**src/rtl/fifo_wr_sched_if.sv**
```systemverilog
// Requester-side and memory-side write bus of the FIFO write scheduler.
interface fifo_wr_sched_if #(
    parameter int ADDRESS_SIZE = 4,
    parameter int DATA_SIZE    = 8,
    parameter int NUM_REQ      = 4
);
    logic [NUM_REQ-1:0]           req;
    logic [NUM_REQ*DATA_SIZE-1:0] wdata_in;
    logic [NUM_REQ-1:0]           gnt;
    logic                         wen;
    logic [ADDRESS_SIZE-1:0]      waddr;
    logic [DATA_SIZE-1:0]         wdata;

    modport master (output req, wdata_in, input gnt, wen, waddr, wdata);
    modport slave  (input req, wdata_in, output gnt, wen, waddr, wdata);
endinterface

```
**src/rtl/fifo_wr_sched.sv**
```systemverilog
// Round-robin multi-requester write side of an async FIFO: arbitration, binary/Gray
// write pointer and full flag. Define FIFO_WR_AFULL_EN to add the wafull output.
module fifo_wr_sched #(
    parameter int ADDRESS_SIZE = 4,
    parameter int DATA_SIZE    = 8,
    parameter int NUM_REQ      = 4,
    parameter int AFULL_GAP    = 2
) (
    input  logic                  wclk,
    input  logic                  wrst,
    fifo_wr_sched_if.slave        bus,
    input  logic [ADDRESS_SIZE:0] wq2_read_ptr,
    output logic [ADDRESS_SIZE:0] wptr,
`ifdef FIFO_WR_AFULL_EN
    output logic                  wafull,
`endif
    output logic                  wfull
);
    localparam int LGW = (NUM_REQ > 1) ? $clog2(NUM_REQ) : 1;
    localparam int PW  = ADDRESS_SIZE + 1;

    logic [LGW-1:0] last_q, last_d;
    logic [PW-1:0]  wbin_q, wbin_d, wgray_d, wptr_q;
    logic           wfull_q, wfull_d;
    logic [NUM_REQ-1:0] gnt_c;
    logic [LGW-1:0] gidx;
    logic           found;
    int             idx;

    // Search starts one past the last winner; full or reset blocks every grant.
    always_comb begin
        gnt_c  = '0;
        gidx   = '0;
        found  = 1'b0;
        idx    = 0;
        last_d = last_q;
        if (wrst && !wfull_q) begin
            for (int k = 1; k <= NUM_REQ; k++) begin
                idx = (int'(last_q) + k) % NUM_REQ;
                if (!found && bus.req[idx]) begin
                    found      = 1'b1;
                    gnt_c[idx] = 1'b1;
                    gidx       = LGW'(idx);
                end
            end
        end
        if (found) last_d = gidx;
    end

    assign bus.gnt   = gnt_c;
    assign bus.wen   = found;
    assign bus.waddr = wbin_q[ADDRESS_SIZE-1:0];
    assign bus.wdata = found ? bus.wdata_in[gidx*DATA_SIZE +: DATA_SIZE] : '0;

    assign wbin_d  = wbin_q + PW'(found);
    assign wgray_d = wbin_d ^ (wbin_d >> 1);
    // Full when the writer is a whole lap ahead: Gray pointers differ only in the two MSBs.
    assign wfull_d = (wgray_d == {~wq2_read_ptr[ADDRESS_SIZE:ADDRESS_SIZE-1],
                                  wq2_read_ptr[ADDRESS_SIZE-2:0]});

    always_ff @(posedge wclk or negedge wrst) begin
        if (!wrst) begin
            wbin_q  <= '0;
            wptr_q  <= '0;
            wfull_q <= 1'b0;
            last_q  <= LGW'(NUM_REQ - 1);
        end else begin
            wbin_q  <= wbin_d;
            wptr_q  <= wgray_d;
            wfull_q <= wfull_d;
            last_q  <= last_d;
        end
    end

    assign wptr  = wptr_q;
    assign wfull = wfull_q;

`ifdef FIFO_WR_AFULL_EN
    localparam logic [PW-1:0] AF_TH = PW'((2 ** ADDRESS_SIZE) - AFULL_GAP);

    logic [PW-1:0] rbin, fill_d;
    logic          wafull_q, wafull_d;

    // Binary bit i is the XOR of all Gray bits at or above i.
    for (genvar i = 0; i < PW; i++) begin : g_g2b
        assign rbin[i] = ^(wq2_read_ptr >> i);
    end

    assign fill_d   = wbin_d - rbin;
    assign wafull_d = (fill_d >= AF_TH);

    always_ff @(posedge wclk or negedge wrst) begin
        if (!wrst) wafull_q <= 1'b0;
        else       wafull_q <= wafull_d;
    end

    assign wafull = wafull_q;
`endif
endmodule

```
**src/flat_wrapper.sv**
```systemverilog
// flat-port wrapper written by rule: the top's interface ports become plain ports
module fifo_wr_sched_flat 
#(
    parameter int ADDRESS_SIZE = 4,
    parameter int DATA_SIZE    = 8,
    parameter int NUM_REQ      = 4,
    parameter int AFULL_GAP    = 2
)
  (wclk, wrst, wq2_read_ptr, wptr, wfull, bus_req, bus_wdata_in, bus_gnt, bus_wen, bus_waddr, bus_wdata);
  fifo_wr_sched_if #(.ADDRESS_SIZE(ADDRESS_SIZE), .DATA_SIZE(DATA_SIZE), .NUM_REQ(NUM_REQ)) bus_i ();
  input  logic wclk;
  input  logic wrst;
  input  logic [ADDRESS_SIZE:0] wq2_read_ptr;
  output logic [ADDRESS_SIZE:0] wptr;
  output logic wfull;
  input wire logic [$bits(bus_i.req)-1:0] bus_req;
  input wire logic [$bits(bus_i.wdata_in)-1:0] bus_wdata_in;
  output wire logic [$bits(bus_i.gnt)-1:0] bus_gnt;
  output wire logic [$bits(bus_i.wen)-1:0] bus_wen;
  output wire logic [$bits(bus_i.waddr)-1:0] bus_waddr;
  output wire logic [$bits(bus_i.wdata)-1:0] bus_wdata;
  assign bus_i.req = bus_req;
  assign bus_i.wdata_in = bus_wdata_in;
  assign bus_gnt = bus_i.gnt;
  assign bus_wen = bus_i.wen;
  assign bus_waddr = bus_i.waddr;
  assign bus_wdata = bus_i.wdata;
  fifo_wr_sched #(.ADDRESS_SIZE(ADDRESS_SIZE), .DATA_SIZE(DATA_SIZE), .NUM_REQ(NUM_REQ), .AFULL_GAP(AFULL_GAP)) u_core (.wclk(wclk), .wrst(wrst), .bus(bus_i), .wq2_read_ptr(wq2_read_ptr), .wptr(wptr), .wfull(wfull));
endmodule
```
**config.mk**
```make
export PLATFORM = sky130hd
export DESIGN_NAME = fifo_wr_sched_flat
export DESIGN_NICKNAME = d
export VERILOG_FILES = /design/src/rtl/fifo_wr_sched_if.sv /design/src/rtl/fifo_wr_sched.sv /design/src/flat_wrapper.sv
export SDC_FILE = /design/constraint.sdc
export NUM_CORES = 1
export LEC_CHECK = 0
export CAP_MARGIN = 25
export CORE_AREA = 10 10 71 73
export DETAILED_ROUTE_END_ITERATION = 10
export DIE_AREA = 0 0 81 83
export GPL_ROUTABILITY_DRIVEN = 0
export PLACE_DENSITY = 0.74
export SKIP_CTS_REPAIR_TIMING = 1
export SLEW_MARGIN = 10
export SYNTH_ARGS = -nofsm -noshare
export SYNTH_HDL_FRONTEND = slang
export SYNTH_SLANG_ARGS = --single-unit
```
**constraint.sdc**
```tcl
create_clock -name wclk -period 3.7 [get_ports wclk]
set_clock_uncertainty 0.05 [all_clocks]
set_input_delay 0.74 -clock wclk [delete_from_list [all_inputs] [get_ports wclk]]
set_output_delay 0.74 -clock wclk [all_outputs]
set_load 0.02 [all_outputs]
```
# Word level (Yosys, flattened, before mapping)
# Cells that the tools add are included.
# word_totals
register_bits	13
word_cells	86
# op_classes
shifts	1
reduce_logical	16
bitwise_logic	9
eq_ne	1
add_sub_neg	5
muxes	42
n_lt_le_gt_ge	8
# op_table
cell	n
$mux W4	8
$shiftx A32 B6 Y8	1
$mux W1	20
$lt A3 B4 Y1 const B	4
$ge A3 B1 Y1 const B	4
$or A4 B4 Y4	3
$mux W2	5
$bmux W1 S2	4
$demux W1 S2	4
$logic_and A1 B1 Y1	8
$mux W8	1
$reduce_or A2 Y1	4
$add A5 B1 Y5	1
$eq A5 B5 Y1	1
$xor A5 B4 Y5	1
$add A2 B1 Y2 const B	2
$add A2 B2 Y2 const B	2
$and A1 B1 Y1 const A	4
$logic_not A1 Y1	4
$not A2 Y2	1

# Longest topological paths before layout
# Gate-level depths: netlist (run 1).
# depth
word_depth	23
mapped_depth	14
mapped_depth_nobuf	12

# Worst setup path after synthesis (run 1)
# Ideal clock, no wire load.
# synth_timing
path_type	reg2out
start	register u_core.last_q[0]
end	output bus_wdata[0]
arrival_time_ns	2.995
path_stages_with_launch	12
required_time_ns	2.910
path_slack_ns	-0.085
n_path_buf	3
path_cell_list	dfstp_2 > buf_6 > inv_1 > ha_1 > buf_6 > mux4_2 > nor3_2 > and2_4 > a211oi_2 > or2_1 > buf_6 > o22ai_1
# synth_between
elab_chain_len	20
word_cells_on_any_way	37
# synth_lines
item	line_no	text
from (decl)	fifo_wr_sched.sv:22	logic [LGW-1:0] last_q, last_d;
from (signal assigned)	fifo_wr_sched.sv:66	last_q <= LGW'(NUM_REQ - 1);
from (signal assigned)	fifo_wr_sched.sv:71	last_q <= last_d;
$add A2 B1 Y2	fifo_wr_sched.sv:39	idx = (int'(last_q) + k) % NUM_REQ;
$bmux W1 S2	fifo_wr_sched.sv:40	if (!found && bus.req[idx]) begin
$mux W1 (implied by the code) (2 in series)	fifo_wr_sched.sv:40	
$mux W1	fifo_wr_sched.sv:40	
$mux W1	fifo_wr_sched.sv:37	if (wrst && !wfull_q) begin
$logic_not A1 Y1	fifo_wr_sched.sv:40	
$logic_and A1 B1 Y1	fifo_wr_sched.sv:40	
$mux W1	fifo_wr_sched.sv:40	
(+3 left out)	n/a	
$mux W1	fifo_wr_sched.sv:40	
$mux W1	fifo_wr_sched.sv:37	
$logic_not A1 Y1	fifo_wr_sched.sv:40	
$logic_and A1 B1 Y1	fifo_wr_sched.sv:40	
$mux W2	fifo_wr_sched.sv:40	
$mux W2	fifo_wr_sched.sv:37	
$shiftx A32 B6 Y8	fifo_wr_sched.sv:53	assign bus.wdata = found ? bus.wdata_in[gidx*DATA_SIZE +: DATA_SIZE] : '0;
$mux W8 (*)	fifo_wr_sched.sv:53	
to (decl)	flat_wrapper.sv:21	output wire logic [$bits(bus_i.wdata)-1:0] bus_wdata;
# Mark *: on every way between the ends. The rest lies on a longest branch, timed or not. The select of a mux whose other input is x is not followed.

# Worst setup path in the final report (run 1)
# layout_timing
start	register u_core.last_q[1]
end	output bus_wdata[2]
# Same word-level chain as after synthesis.

==> results of run 1 <==
==> routing by layer <==
layer | vias to the layer above | share of wire | track usage
met4 | 0 | 0.0021 | 0.0188
li1 | 638 | - | -
met5 | - | 0 | 0
met1 | 665 | 0.36 | 0.145
met3 | 2 | 0.070 | 0.0442
met2 | 34 | 0.56 | 0.226
==> where the power goes <==
group	switching (W)	total, W	leakage (nW)	internal [W]
logic	0.00105	0.00203	0.876	0.000984
clock network	0.0000441	0.000115	0.0216	0.0000714
registers	0.0000478	0.000262	0.141	0.000214
total	0.00114	0.00241	1.04	0.00127
==> worst paths after layout <==
kind	end	startpoint	slack, ns
max in group asynchronous	u_core.last_q[1]	wrst	2.59
worst min register to register	u_core.wbin_q[0]	u_core.wbin_q[0]	0.53
min in group asynchronous	u_core.wptr[3]	wrst	0.79
worst max register to register	u_core.wfull	u_core.last_q[1]	0.17
worst min-delay path	u_core.wbin_q[0]	u_core.wbin_q[0]	0.53
worst max-delay path	bus_wdata[2]	u_core.last_q[1]	0.08
==> worst max-delay path, stage by stage, from the launching register on <==
cell	delay (ns)
dfstp_2	0.53
inv_1	0.07
ha_4	0.28
mux4_2	0.55
inv_1	0.11
a21oi_1	0.09
buf_4	0.16
o22ai_4	0.13
buf_12	0.18
mux2i_1	0.24
o22ai_2	0.10
buf_2	0.17
==> layout by cell type (no fill, tap or decap), types with 7 or more instances in the layout <==
cell type	n
o22ai_1	7
nor2_1	8
inv_1	7
dlymetal6s2s_1	9
clkdlybuf4s50_1	48
dfrtp_1	10
clkbuf_2	7
buf_4	26
ha_1	8
mux2i_1	17
==> synthesized netlist by cell type, types with 2 or more instances <==
library cell	number
dfrtp_1	10
ha_1	10
mux4_2	4
xnor2_1	5
buf_6	4
mux2_2	2
a21oi_1	3
o21ai_2	2
a22oi_1	5
o22ai_1	8
xor2_1	7
mux2i_1	17
dfstp_2	2
nand2_1	2
nand2b_1	2
o21bai_1	2
nor2_1	8
a221oi_1	4
inv_1	7
nand3_1	4
==> metrics by stage <==
stage	instance area (um^2)	setup WS, ns	cells
after floorplan	1260	-0.0849	124
after global placement	2120	-0.483	256
after detailed placement	2120	-0.586	256
after CTS	2160	-0.607	259
after global routing	2250	-0.0219	261
final	2250	0.0790	261
==> final cells by class <==
cell class              count  area (um^2)
flip-flops and latches     12          303
fillers                   320         1380
multi-input cells          99          973
clock buffers               3         41.3
well taps                  48         60.1
repair buffers             92          848
inverters                   7         26.3
==> state kept, by name (all words and copies together) (netlist names) <==
| register | count |
|---|---|
| u_core.last_q | 2 |
| u_core.wfull | 1 |
| u_core.wptr | 4 |
| u_core.wbin_q | 5 |
==> cells by family after synthesis <==
family | share of synthesized area
AOI/OAI and AO/OA | 0.187
muxes | 0.225
and+or+nand+nor | 0.101
buffers and inverters | 0.0636
xor gates and xnor gates | 0.0835
DFF | 0.241
adders and majority gates | 0.0994
==> summary.md, run 1 <==
| Metric | Value |
|---|---|
| Outcome | complete, no violations |
| Fraction of synthesis flops using an asynchronous set or reset pin | 1.00 |
| Synth top area share | 0.199 |
| IR Drop Worst-Case VDD | 0.000609 V |
| Buffer depth of the longest clock path | 2 |
| H-tree depth | 1 |
| Placeable core area | 3630 um^2 |
| Clock latency at the later pin of the worst-skew pair | 0.24 ns |
| Final Hold Slack | 0.528 ns |
| Dominant cells by area after synthesis | dfrtp_1 20%, mux2i_1 14%, ha_1 9.9%, mux4_2 7.2%, xor2_1 4.9% |
| Clock root buffer | clkbuf_8 |
| Final-layout setup total negative slack | 0 ns |
| Aggregate global-route resource usage | 0.128 |
| Highest fanout seen on the critical path | 12 |
| Fraction of final layout cells sized beyond drive strength 1 | 0.305 |
| Number of sinks on the clock net | 12 |
| Post-synthesis sequential area ratio | 0.241 |
| Count of state elements after synthesis | 12 |
| Max-slew headroom | 0.709 |
| Synthesized area per cell | 10.2 um^2 |
| Count of final hold-check violations | 0 |
| Final layout net count | 268 |
| Global-route wire length before repair | 7.13 mm |
| Leading area contributor after synthesis | dfrtp_1 |
| Floorplan die area | 6720 um^2 |
| Placement Rows | 22 |
| Final cell utilization of the core | 0.620 |
| Number of standard cells after synthesis | 124 |
| TritonCTS clock tree | built |
| Start-to-end type of the worst setup path | register to output pin |
| Share of the cycle needed by the critical path after routing | 0.979 |
| Area added between synthesis and finish | 78.9% |
| Input/output buffers | 65 |
| Residual overflow from global routing | 0 |
| Achievable frequency | 276 MHz |
| Power per Cell Area | 1070 nW/um^2 |
| Post-Synthesis Net Count | 177 |
| R2R cell count | 14 |
| Endpoint class of the critical path | output pin |
| Count of unresolved DRC violations after routing | 0 |
| Max_cap viols | 0 |
| Routed vias/inst | 5.13 |
| Largest net degree at the start of global routing | 15 |
| Antenna violations before repair | 0 |
| Summed instance area of the synthesized netlist | 1260 um^2 |
| Required @ worst endpoint | 2.91 ns |
| Post-route ant nets | 0 |
| Hold path depth | 1 |
| Actual slew at the worst max-slew pin | 0.435 ns |
| Most instantiated flip-flop cell in the synthesis netlist | dfrtp_1 |
| Number of distinct standard cells referenced by the synthesized netlist | 36 |
| Final routed wire length divided by cell count | 18.1 um |
| Clock transition at the registers of the reported paths | 0.05 ns |
| First-iteration detailed-routing DRC count | 72 |
| Number of global-route vias before repair | 1433 |
| Starting density of the core | 0.346 |
| Critical Path Start Type | register |
| Vert. Die Dim | 83 um |
| Wirelength, routed | 4.71 mm |
| Detailed Place HPWL | 3.56 mm |
| Number of warnings reported in the yosys synthesis log | 0 |
| Detailed-routing iteration count for the pre-antenna-repair pass | 4 |
| Data arrival at the endpoint of the critical path | 2.83 ns |
| Type of the worst min-delay path | register to register |
| Tot Pwr | 0.00241 W |
| Pleak | 1.04 nW |
| Shortest period the worst path allows | 3.62 ns |
| Number of setup violations in the final report | 0 |
| Via total after detailed routing | 1339 |
| Inserted Diodes | 0 |
| Number of buffers inserted during clock tree synthesis | 3 |
| EDFF count, synth | 0 |
| Number of max-slew violations in the final report | 0 |
| # IOs | 66 |
| DIE WIDTH | 81 um |
No activity file was read; power rests on OpenSTA's default activity.
==> inputs of run 2 (changes only) <==
--- a/config.mk
+++ b/config.mk
@@ -7,6 +7,7 @@
 export LEC_CHECK = 0
 export CAP_MARGIN = 25
 export CORE_AREA = 10 10 71 73
+export CTS_CLUSTER_SIZE = 28
 export DETAILED_ROUTE_END_ITERATION = 10
 export DIE_AREA = 0 0 81 83
 export GPL_ROUTABILITY_DRIVEN = 0
==> results of run 2 <==
Final layout, timing and power as in run 1 (identical DEF).
